==> config.mk <==
export PLATFORM = sky130hd
export DESIGN_NAME = partition_sweep_ctrl
export DESIGN_NICKNAME = d
export VERILOG_FILES = /design/src/rtl/partition_pkg.sv /design/src/rtl/popcount.sv /design/src/rtl/partition_sweep_ctrl.sv
export SDC_FILE = /design/constraint.sdc
export NUM_CORES = 1
export LEC_CHECK = 0
export ABC_AREA = 1
export CORE_UTILIZATION = 35
export CTS_CLUSTER_SIZE = 28
export DETAILED_ROUTE_END_ITERATION = 8
export PLACE_DENSITY = 0.6
export SLEW_MARGIN = 20
export SYNTH_ARGS = -nofsm -noshare
export SYNTH_HDL_FRONTEND = slang
export SYNTH_HIERARCHICAL = 1
export SYNTH_SLANG_ARGS = --single-unit
==> constraint.sdc <==
create_clock -name clk -period 4.57 [get_ports clk]
set_clock_uncertainty 0.15 [all_clocks]
set_input_delay 0.914 -clock clk [delete_from_list [all_inputs] [get_ports clk]]
set_output_delay 0.914 -clock clk [all_outputs]
set_load 0.01 [all_outputs]
==> src/rtl/partition_pkg.sv <==
// Shared types and sizing helpers for the partition sweep controller.
package partition_pkg;

    typedef enum logic [1:0] {
        IDLE   = 2'd0,
        DRIVE  = 2'd1,
        SAMPLE = 2'd2,
        FIN    = 2'd3
    } state_e;

    localparam int DEF_PI_W = 6;
    localparam int DEF_PO_W = 4;

    // hd_sum can reach 2^pi_w * po_w, so it needs pi_w plus the popcount width.
    function automatic int hd_sum_w(input int pi_w, input int po_w);
        return pi_w + $clog2(po_w + 1);
    endfunction

endpackage

==> src/rtl/popcount.sv <==
// Combinational Hamming weight of a PO_W-bit vector.
module popcount #(
    parameter int PO_W = 4
) (
    input  logic [PO_W-1:0]            vec_i,
    output logic [$clog2(PO_W+1)-1:0]  cnt_o
);

    localparam int CW = $clog2(PO_W + 1);

    always_comb begin
        cnt_o = '0;
        for (int i = 0; i < PO_W; i++) begin
            cnt_o = cnt_o + CW'(vec_i[i]);
        end
    end

endmodule

==> src/rtl/partition_sweep_ctrl.sv <==
// Sweeps every input pattern into an exact and an approximate partition and
// accumulates mismatch count, Hamming-distance sum and worst-case error.
module partition_sweep_ctrl
    import partition_pkg::*;
#(
    parameter int PI_W   = DEF_PI_W,
    parameter int PO_W   = DEF_PO_W,
    parameter int SETTLE = 1
) (
    input  logic                              clk,
    input  logic                              rst,
    input  logic                              start,
    input  logic                              abort,
    input  logic [PO_W-1:0]                   po_exact,
    input  logic [PO_W-1:0]                   po_apx,
    output logic [PI_W-1:0]                   pi,
    output logic                              busy,
    output logic                              done,
    output logic [PI_W:0]                     err_cnt,
    output logic [hd_sum_w(PI_W, PO_W)-1:0]   hd_sum,
    output logic [PO_W-1:0]                   wce
);

    localparam int ERR_W = PI_W + 1;
    localparam int HD_W  = hd_sum_w(PI_W, PO_W);
    localparam int PC_W  = $clog2(PO_W + 1);
    localparam int CNT_W = (SETTLE > 1) ? $clog2(SETTLE) : 1;

    state_e             state_q, state_d;
    logic [PI_W-1:0]    pi_q, pi_d;
    logic [CNT_W-1:0]   cnt_q, cnt_d;
    logic [ERR_W-1:0]   err_q, err_d;
    logic [HD_W-1:0]    hd_q, hd_d;
    logic [PO_W-1:0]    wce_q, wce_d;
    logic               busy_q, busy_d;
    logic               done_q, done_d;

    logic [PO_W-1:0]    diff_bits;
    logic [PC_W-1:0]    diff_pc;
    logic [PO_W-1:0]    abs_diff;

    assign diff_bits = po_apx ^ po_exact;

    popcount #(.PO_W(PO_W)) u_popcount (
        .vec_i (diff_bits),
        .cnt_o (diff_pc)
    );

    always_comb begin
        abs_diff = (po_apx > po_exact) ? (po_apx - po_exact) : (po_exact - po_apx);
    end

    always_comb begin
        state_d = state_q;
        pi_d    = pi_q;
        cnt_d   = cnt_q;
        err_d   = err_q;
        hd_d    = hd_q;
        wce_d   = wce_q;
        busy_d  = busy_q;
        done_d  = 1'b0;

        case (state_q)
            IDLE: begin
                if (start) begin
                    state_d = DRIVE;
                    pi_d    = '0;
                    cnt_d   = '0;
                    err_d   = '0;
                    hd_d    = '0;
                    wce_d   = '0;
                    busy_d  = 1'b1;
                end
            end
            DRIVE: begin
                if (abort) begin
                    state_d = IDLE;
                    cnt_d   = '0;
                    busy_d  = 1'b0;
                end else if (cnt_q == CNT_W'(SETTLE - 1)) begin
                    state_d = SAMPLE;
                    cnt_d   = '0;
                end else begin
                    cnt_d = cnt_q + CNT_W'(1);
                end
            end
            SAMPLE: begin
                // An abort here drops this pattern's contribution entirely.
                if (abort) begin
                    state_d = IDLE;
                    busy_d  = 1'b0;
                end else begin
                    if (diff_bits != '0) begin
                        err_d = err_q + ERR_W'(1);
                    end
                    hd_d = hd_q + HD_W'(diff_pc);
                    if (abs_diff > wce_q) begin
                        wce_d = abs_diff;
                    end
                    if (pi_q == '1) begin
                        state_d = FIN;
                        busy_d  = 1'b0;
                        done_d  = 1'b1;
                    end else begin
                        pi_d    = pi_q + PI_W'(1);
                        state_d = DRIVE;
                    end
                end
            end
            FIN: begin
                state_d = IDLE;
            end
            default: begin
                state_d = IDLE;
            end
        endcase
    end

    always_ff @(posedge clk) begin
        if (rst) begin
            state_q <= IDLE;
            pi_q    <= '0;
            cnt_q   <= '0;
            err_q   <= '0;
            hd_q    <= '0;
            wce_q   <= '0;
            busy_q  <= 1'b0;
            done_q  <= 1'b0;
        end else begin
            state_q <= state_d;
            pi_q    <= pi_d;
            cnt_q   <= cnt_d;
            err_q   <= err_d;
            hd_q    <= hd_d;
            wce_q   <= wce_d;
            busy_q  <= busy_d;
            done_q  <= done_d;
        end
    end

    assign pi      = pi_q;
    assign busy    = busy_q;
    assign done    = done_q;
    assign err_cnt = err_q;
    assign hd_sum  = hd_q;
    assign wce     = wce_q;

endmodule

==> results of run 1 <==
synth_stat cells:
master    number  area (um2)
a211oi_1       1        7.51
a21oi_1       25         125
a21oi_4        1        16.3
a221oi_1       1        8.76
a31oi_1        1        6.26
and3_1         1        6.26
buf_4          1        7.51
buf_6          1        11.3
clkbuf_1       2        7.51
clkinv_1       1        3.75
clkinv_2       1        5.00
dfxtp_1       30         601
fa_1           4        80.1
ha_1          21         263
inv_1         54         203
inv_6          1        8.76
nand2_1       62         233
nand2_4        1        11.3
nand2_8        1        20.0
nand3_1       20         100
nand3_4        1        17.5
nand4_1        3        18.8
nor2_1        19        71.3
nor2_4         1        11.3
nor3_1         5        25.0
o211a_1        2        20.0
o21ai_0       17        85.1
o21ai_2        2        17.5
o21bai_1       2        15.0
or2_2          1        6.26
or2_4          1        8.76
xnor2_1        1        8.76
xor2_1         2        17.5
cells by family after synthesis:
logic type	synth area share [%]
adder cells (fa/ha/maj)	16.7
AO/OA/AOI/OAI	14.7
XOR/XNOR	1.28
AND/OR/NAND/NOR	25.9
flip-flops	29.3
buffers and inverters	12.0
worst max-delay path, stage by stage:
cell and delay [ps]:
clkdlybuf4s50_1 580, inv_1 70, ha_1 340, inv_1 70, inv_1 50, fa_1 500
inv_1 40, ha_1 170, ha_1 320, ha_1 280, nand2_1 50, inv_1 50
nand2_1 40, a21oi_1 230, nand2_1 130, o21bai_1 140, nand2_1 60, a21oi_1 100
report_power, final:
group | switching [mW] | leakage (nW) | internal, mW | total [mW]
clock | 0.0968 | 0.0482 | 0.121 | 0.218
combinational | 0.110 | 0.829 | 0.0763 | 0.186
sequential | 0.00701 | 0.243 | 0.270 | 0.277
total | 0.214 | 1.12 | 0.467 | 0.681
metrics by stage:
step                hold WS (ps)  total power [mW]  instance area (um2)
detailed placement           319             0.469                 2500
global route                 360             0.736                 2590
global placement             323             0.468                 2500
CTS                          328             0.693                 2590
floorplan                    310             0.415                 2050
finish                       328             0.681                 2590
flip-flops by register name, indices dropped and copies added (netlist names):
signal,cells
busy,1
wce,4
state_q,2
pi,6
done,1
hd_sum,9
err_cnt,7
worst max-delay path by stage:
stage / startpoint / end / slack [ps]
floorplan: po_exact[0] / hd_sum[7] / 1000
global placement: po_exact[1] / hd_sum[7] / 290
detailed placement: po_exact[1] / hd_sum[7] / 210
CTS: po_exact[1] / hd_sum[7] / 510
global route: po_exact[1] / hd_sum[7] / 250
finish: po_exact[1] / hd_sum[7] / 510
per-layer routing:
metal	part of all wire (%)	wire length [um]
met1	47	2010
met2	47	1980
met3	5.0	211
met4	1.2	49
met5	0	0
cell type report:
class | count | area (um2)
clock buffers | 7 | 86.3
clock inverters | 1 | 5.00
fillers | 595 | 2980
inverters | 57 | 220
multi-input cells | 196 | 1200
flip-flops and latches | 30 | 601
well taps | 72 | 90.1
repair buffers | 39 | 390
==> summary.txt, run 1 <==
Outcome
  – Status: finished clean

Logic synthesis
  – Cells after synthesis: 287
  – Sequential fraction of the synthesis area: 29.3%
  – Post-synthesis register bit count: 30
  – Syn Nets: 324
  – Syn_area_per_cell: 7.13 um2
  – Cell variety after synth: 33
  – Yosys Warn Count: 6
  – Synth Cell Area: 0.00205 mm2

Global routing
  – Met1 usage: 19.1%
  – Met3 GRT Util: under 10%
  – Layer with the highest usage: met2
  – Initial antenna violation count: 0
  – Global route total overflow: 0
  – Tot GR Track Use: 15.5%
  – GR Layer Usage met2: 25.9%
  – Largest net degree at the start of global routing: 19
  – First-pass GRT wire length: 7.52 mm
  – Vias in the first global route: 1720

Placement
  – Setup WS pre-CTS: 206 ps
  – Placed insts: 394
  – Placer congestion estimate: 0.765
  – I/O Buffers: 39
  – Final HPWL DP: between 3 and 4 mm

Cells and area
  – Commonest cells after routing, fill and taps aside: nand2_1, inv_1, clkdlybuf4s50_1, dfxtp_1, a21oi_1
  – Share of cells above drive strength 1: roughly 5.5%
  – Final Non-Filler Cells: approximately 400
  – Commonest non-fill, non-tap cell in the layout: nand2_1
  – Layout area overhead: 26.7%
  – Final #Nets: 366
  – Final Core Density: 46.5%
  – N_diodes: 0

Routing
  – Detailed-route DRC error count: 0
  – Wirelength, routed: ~4.3 mm
  – DR iter-0 viols: 64
  – ANT nets after route: 0
  – Wire length per cell: 10.6 um
  – DR pass1 iterations: 4
  – DR vias: 1859
  – Vias/cell: around 4.6

Critical path
  – Worst-path fanout max: 4
  – Reg2reg setup slack: between 2000 and 2500 ps
  – Worst Reg2Reg Path Length in Cells: 9
  – Worst Setup Path Type: in -> reg
  – R2R Path Start: state_q[0]
  – Crit path required time: 4640 ps
  – RR Endpoint: pi[3]
  – Critical Path Start Type: input port
  – Critical path capture point type: flip-flop
  – Worst EP arrival: 4130 ps

Timing
  – Fin worst setup slack: ~510 ps
  – RSZ-0062 raised after global routing: false
  – Minimum clock period: 4060 ps
  – Final setup violation count: 0
  – Worst Tran Pin Value: roughly 830 ps
  – Hold Fails Final Rpt: 0
  – Period utilisation layout: 88.9%
  – TNS Setup: 0 ps
  – Fmax: about 250 MHz
  – Pins Over Slew Limit: 0
  – Slew HR: 44.9%

Clock tree
  – PostCTS Resize Cnt: 0
  – Skew-Pair Late Insertion Delay: around 280 ps
  – TritonCTS Buffers: 5
  – Post-CTS Setup Inserts: 0
  – Root buffer cell: clkbuf_8
  – # hold bufs at CTS: 0
  – Worst-case clock buffer depth: 2
  – Clk sinks: 30
  – Clk pin slew, worst setup/hold paths: roughly 60 ps
  – H-Tree Depth: 2
  – CTS tree: yes

Die
  – Row count: 27
  – Die W: 78.5 um
  – Starting density of the core: between 30% and 40%
  – Die height: between 70 and 80 um
  – DIE AREA: 0.00616 mm2
  – Core box area: 0.00557 mm2
  – # IOs: 40

Worst hold path
  – HP Start: hd_sum[5]
  – Endpoint, Worst Hold: hd_sum[5]
  – Hold Path Depth: 2
  – Hold WC Path Type: reg -> reg

Power and ir drop
  – Peak VDD IR: between 150 and 200 uV
  – Leak pwr: about 1.1 nW
  – Power per Cell Area: 263 mW/mm2

Job
  – Max cap viols: 0
No activity file was read; power rests on OpenSTA's default activity.
==> run 2, diff against run 1 <==
--- a/config.mk
+++ b/config.mk
@@ -9,7 +9,7 @@
 export CORE_UTILIZATION = 35
 export CTS_CLUSTER_SIZE = 28
 export DETAILED_ROUTE_END_ITERATION = 8
-export PLACE_DENSITY = 0.6
+export PLACE_DENSITY = 0.61
 export SLEW_MARGIN = 20
 export SYNTH_ARGS = -nofsm -noshare
 export SYNTH_HDL_FRONTEND = slang
==> summary.txt, run 2 (synthesized netlist as in run 1, its figures left out) <==
Clock tree
  – Clk sinks: 30 (unchanged)
  – Worst-case clock buffer depth: 2 (unchanged)
  – # hold bufs at CTS: 0 (unchanged)
  – Skew-Pair Late Insertion Delay: 280 ps (about the same)
  – TritonCTS Buffers: 5 (unchanged)
  – CTS tree: yes (unchanged)
  – Clk pin slew, worst setup/hold paths: 60 ps (about the same)
  – Root buffer cell: clkbuf_8 (unchanged)
  – H-Tree Depth: 2 (unchanged)
  – PostCTS Resize Cnt: 0 (unchanged)
  – Post-CTS Setup Inserts: 0 (unchanged)

Cells and area
  – Share of cells above drive strength 1: 5.45% (unchanged)
  – Final #Nets: 366 (unchanged)
  – Commonest non-fill, non-tap cell in the layout: nand2_1 (unchanged)
  – Layout area overhead: 26.7% (unchanged)
  – Final Core Density: 46.5% (unchanged)
  – Final Non-Filler Cells: 402 (unchanged)
  – Commonest cells after routing, fill and taps aside: nand2_1, inv_1, clkdlybuf4s50_1, dfxtp_1, a21oi_1 (unchanged)
  – Fill count: 548 (was 595)
  – N_diodes: 0 (unchanged)
  – Max reg flops: 9 (unchanged)

Timing
  – Fmax: 247 MHz (was 246 MHz)
  – RSZ-0062 raised after global routing: false (unchanged)
  – Fin worst setup slack: 516 ps (was 505 ps)
  – Final setup violation count: 0 (unchanged)
  – TNS Setup: 0 ps (unchanged)
  – Hold Fails Final Rpt: 0 (unchanged)
  – Pins Over Slew Limit: 0 (unchanged)
  – Slew HR: 43.3% (was 44.9%)
  – Worst Tran Pin Value: 851 ps (was 827 ps)
  – Period utilisation layout: 88.7% (was 88.9%)
  – Minimum clock period: 4050 ps (was 4060 ps)

Critical path
  – Critical path capture point type: flip-flop (unchanged)
  – Buf/Inv on CP: 6 (unchanged)
  – Worst EP arrival: 4120 ps (was 4130 ps)
  – Worst Setup Path Type: in -> reg (unchanged)
  – Cell Chain, Critical Path: clkdlybuf4s50_1, inv_1, ha_1, inv_1, inv_1, fa_1, inv_1, ha_1, ha_1, ha_1, nand2_1, inv_1, nand2_1, a21oi_1, nand2_1, o21bai_1, nand2_1, a21oi_1 (unchanged)
  – Worst-path fanout max: 4 (unchanged)
  – Worst path top cell family by delay: adder cells (unchanged)
  – Crit path largest cell delay: 580 ps (about the same)
  – Critical Path Slowest Stage Cell: clkdlybuf4s50_1 (unchanged)
  – Crit path required time: 4640 ps (about the same)
  – Top cell by count, worst path: inv_1 (unchanged)
  – Critical Path Start Type: input port (unchanged)

Die
  – Core box area: 0.00557 mm2 (unchanged)
  – Row count: 27 (unchanged)
  – Die W: 78.5 um (unchanged)
  – Starting density of the core: 36.7% (unchanged)
  – DIE AREA: 0.00616 mm2 (unchanged)
  – Die height: 78.5 um (unchanged)
  – # IOs: 40 (unchanged)

Routing
  – DR vias: 1870 (was 1859)
  – Wirelength, routed: 4.20 mm (was 4.25 mm)
  – Vias/cell: 4.65 (was 4.62)
  – Detailed-route DRC error count: 0 (unchanged)
  – ANT nets after route: 0 (unchanged)
  – Wire length per cell: 10.4 um (was 10.6 um)
  – DR pass1 iterations: 4 (unchanged)
  – DR iter-0 viols: 53 (was 64)

Power and ir drop
  – Peak VDD IR: 216 uV (was 192 uV)
  – Leak pwr: 1.12 nW (unchanged)
  – Tot Pwr: 683 uW (was 681 uW)
  – Power per Cell Area: 263 mW/mm2 (about the same)

Outcome
  – Status: finished clean (unchanged)

Placement
  – Final HPWL DP: 3.27 mm (was 3.28 mm)
  – Setup WS pre-CTS: 190 ps (was 206 ps)
  – Placed insts: 394 (unchanged)
  – Placer congestion estimate: 0.787 (was 0.765)
  – I/O Buffers: 39 (unchanged)

Job
  – Max cap viols: 0 (unchanged)

Global routing
  – First-pass GRT wire length: 7.66 mm (was 7.52 mm)
  – Vias in the first global route: 1760 (was 1720)
  – Initial antenna violation count: 0 (unchanged)
  – Tot GR Track Use: 15.6% (was 15.5%)
  – Global route total overflow: 0 (unchanged)
  – Largest net degree at the start of global routing: 19 (unchanged)

Worst hold path
  – Hold WC Path Type: reg -> reg (unchanged)
==> run 2: cell counts in the layout (fill, tap and decap cells not counted) <==
Identical to the previous run, type by type.
==> run 2: cell type report <==
cell class | count | area, um2 | area share [%]
clock inverter | 1 | 5.00 | 0.193
inverter | 57 | 220 | 8.49
multi-input combinational | 196 | 1200 | 46.3
tap | 72 | 90.1 | 3.47
clock buffer | 7 | 86.3 | 3.33
sequential | 30 | 601 | 23.2
timing repair buffer | 39 | 390 | 15.1
==> run 2: routing by layer <==
layer,vias to the layer above,part of all wire (%),GRT usage [%],routed length (um)
li1,1003,-,-,-
met1,831,49,19.8,2070
met2,34,46,25.9,1930
met3,2,4.0,4.65,170
met4,0,0.55,3.89,23
met5,-,0,0,0
==> run 2: where the power goes <==
part / internal [mW] / total [mW] / switching, mW
Sequential: 0.269 / 0.277 / 0.00705
Combinational: 0.0764 / 0.187 / 0.111
Clock: 0.121 / 0.219 / 0.0982
==> run 2: worst paths after layout <==
path / start / end / slack (ps) / depth (start not counted)
setup / recovery: po_exact[1] / hd_sum[7] / 520 / 18
hold / removal: err_cnt[5] / err_cnt[5] / 330 / 2
setup reg to reg: state_q[0] / pi[3] / 2110 / 9
hold reg to reg: err_cnt[5] / err_cnt[5] / 330 / 2
==> run 2: stage by stage <==
step                      hold slack, ps  cell area (um2)
after floorplan                      310             2050
after global placement               321             2500
after detailed placement             320             2500
after CTS                            335             2590
after global routing                 345             2590
final                                332             2590
==> run 2: worst min-delay path, delay by kind of cell, from the launching register on <==
family                 cells  cell delay (ps)
AO/OA/AOI/OAI              1               50
flip-flops                 1              320
buffers and inverters      1               60
==> run 3, diff against run 2 <==
--- a/config.mk
+++ b/config.mk
@@ -9,7 +9,7 @@
 export CORE_UTILIZATION = 35
 export CTS_CLUSTER_SIZE = 28
 export DETAILED_ROUTE_END_ITERATION = 8
-export PLACE_DENSITY = 0.61
+export PLACE_DENSITY = 0.56
 export SLEW_MARGIN = 20
 export SYNTH_ARGS = -nofsm -noshare
 export SYNTH_HDL_FRONTEND = slang
==> summary.txt, run 3 (synthesized netlist as in run 1, its figures left out) <==
Timing
  – TNS Setup: 0 ps (unchanged)
  – Minimum clock period: 4040 ps (was 4050 ps)
  – Hold Fails Final Rpt: 0 (unchanged)
  – WHS: 330 ps (was 332 ps)
  – RSZ-0062 raised after global routing: false (unchanged)
  – Slew HR: 40.7% (was 43.3%)
  – Final setup violation count: 0 (unchanged)
  – Worst Tran Pin Value: 889 ps (was 851 ps)
  – Period utilisation layout: 88.5% (was 88.7%)
  – Fmax: 247 MHz (about the same)
  – Pins Over Slew Limit: 0 (unchanged)

Critical path
  – Worst-path fanout max: 4 (unchanged)
  – Critical Path Slowest Stage Cell: clkdlybuf4s50_1 (unchanged)
  – Top cell by count, worst path: inv_1 (unchanged)
  – Crit path largest cell delay: 580 ps (about the same)
  – Worst Setup Path Type: in -> reg (unchanged)
  – Worst EP arrival: 4110 ps (was 4120 ps)
  – Critical path capture point type: flip-flop (unchanged)
  – Cell Chain, Critical Path: clkdlybuf4s50_1, inv_1, ha_1, inv_1, inv_1, fa_1, inv_1, ha_1, ha_1, ha_1, nand2_1, inv_1, nand2_1, a21oi_1, nand2_1, o21bai_1, nand2_1, a21oi_1 (unchanged)
  – Critical Path Start Type: input port (unchanged)
  – Crit path required time: 4640 ps (about the same)

Global routing
  – Global route total overflow: 0 (unchanged)
  – Vias in the first global route: 1661 (was 1760)
  – Largest net degree at the start of global routing: 19 (unchanged)
  – First-pass GRT wire length: 7.73 mm (was 7.66 mm)
  – Tot GR Track Use: 15.9% (was 15.6%)
  – Initial antenna violation count: 0 (unchanged)

Routing
  – Wirelength, routed: 4.38 mm (was 4.20 mm)
  – Vias/cell: 4.62 (was 4.65)
  – DR vias: 1860 (was 1870)
  – DR iter-0 viols: 83 (was 53)
  – ANT nets after route: 0 (unchanged)
  – Wire length per cell: 10.9 um (was 10.4 um)
  – Detailed-route DRC error count: 0 (unchanged)
  – DR pass1 iterations: 4 (unchanged)

Cells and area
  – N_diodes: 0 (unchanged)
  – Fill count: 557 (was 548)
  – Max reg flops: 9 (unchanged)
  – Layout area overhead: 27.0% (was 26.7%)
  – Commonest cells after routing, fill and taps aside: nand2_1, inv_1, clkdlybuf4s50_1, dfxtp_1, a21oi_1 (unchanged)
  – Final #Nets: 367 (was 366)
  – Final Non-Filler Cells: 403 (was 402)
  – Share of cells above drive strength 1: 5.74% (was 5.45%)
  – Commonest non-fill, non-tap cell in the layout: nand2_1 (unchanged)

Power and ir drop
  – Leak pwr: 1.12 nW (about the same)
  – Tot Pwr: 688 uW (was 683 uW)
  – Power per Cell Area: 264 mW/mm2 (was 263 mW/mm2)
  – Peak VDD IR: 183 uV (was 216 uV)

Die
  – DIE AREA: 0.00616 mm2 (unchanged)
  – Die height: 78.5 um (unchanged)
  – Starting density of the core: 36.7% (unchanged)
  – # IOs: 40 (unchanged)
  – Row count: 27 (unchanged)
  – Die W: 78.5 um (unchanged)
  – Core box area: 0.00557 mm2 (unchanged)

Placement
  – Placed insts: 395 (was 394)
  – I/O Buffers: 39 (unchanged)
  – Placer congestion estimate: 0.760 (was 0.787)
  – Final HPWL DP: 3.30 mm (was 3.27 mm)

Job
  – Max cap viols: 0 (unchanged)

Outcome
  – Status: finished clean (unchanged)

Clock tree
  – CTS tree: yes (unchanged)
  – Worst-case clock buffer depth: 2 (unchanged)
  – Post-CTS Setup Inserts: 0 (unchanged)
  – Clk sinks: 30 (unchanged)
  – TritonCTS Buffers: 5 (unchanged)
  – Skew-Pair Late Insertion Delay: 280 ps (about the same)
  – Root buffer cell: clkbuf_8 (unchanged)
  – H-Tree Depth: 2 (unchanged)
  – # hold bufs at CTS: 0 (unchanged)
  – Clk pin slew, worst setup/hold paths: 70 ps (was 60 ps)
  – PostCTS Resize Cnt: 0 (unchanged)

Worst hold path
  – Hold WC Path Type: reg -> reg (unchanged)
-- run 3: changes by cell type in the layout (fill, tap and decap cells not counted) --
cell | before | now
buf_4 | 0 | 1
-- run 3: final cells by class --
cell class | count | area [um2] | area share, %
flip-flops and latches | 30 | 601 | 23.1
clock buffers | 7 | 86.3 | 3.32
well taps | 72 | 90.1 | 3.46
repair buffers | 40 | 398 | 15.3
multi-input cells | 196 | 1200 | 46.2
clock inverters | 1 | 5.00 | 0.192
inverters | 57 | 220 | 8.47
-- run 3: path summary, 6_finish.rpt --
| check | cells after the start | from | to | slack, ps |
|---|---|---|---|---|
| max | 18 | po_exact[1] | hd_sum[7] | 530 |
| min reg2reg | 2 | hd_sum[5] | hd_sum[5] | 330 |
| min | 2 | hd_sum[5] | hd_sum[5] | 330 |
| max reg2reg | 9 | state_q[0] | hd_sum[4] | 2100 |
-- run 3: where the power goes --
part	leakage, nW	total [mW]	switching, mW	internal [mW]
clock network	0.0482	0.224	0.103	0.121
logic	0.834	0.187	0.111	0.0764
registers	0.243	0.276	0.00684	0.269
-- run 3: per-stage QoR --
step	setup WS (ps)	util, %	instance area [um2]
after floorplan	1000	-	2050
after global placement	283	45.0	2510
after detailed placement	216	45.0	2510
after CTS	515	46.6	2600
after global routing	162	46.6	2600
final	527	46.6	2600
-- run 3: metal layers --
layer	track usage [%]	vias to the layer above	wire length, um
li1	-	1007	-
met1	22.3	815	2190
met2	23.8	33	2000
met3	3.49	5	144
met4	5.56	0	50
met5	0	-	0
-- run 3: worst max-delay path: cells and delay by family --
kind                       cells  cell delay, ps
and+or+nand+nor                4             270
AOI/OAI and AO/OA              3             460
adders and majority gates      5            1600
buffers and inverters          6             860
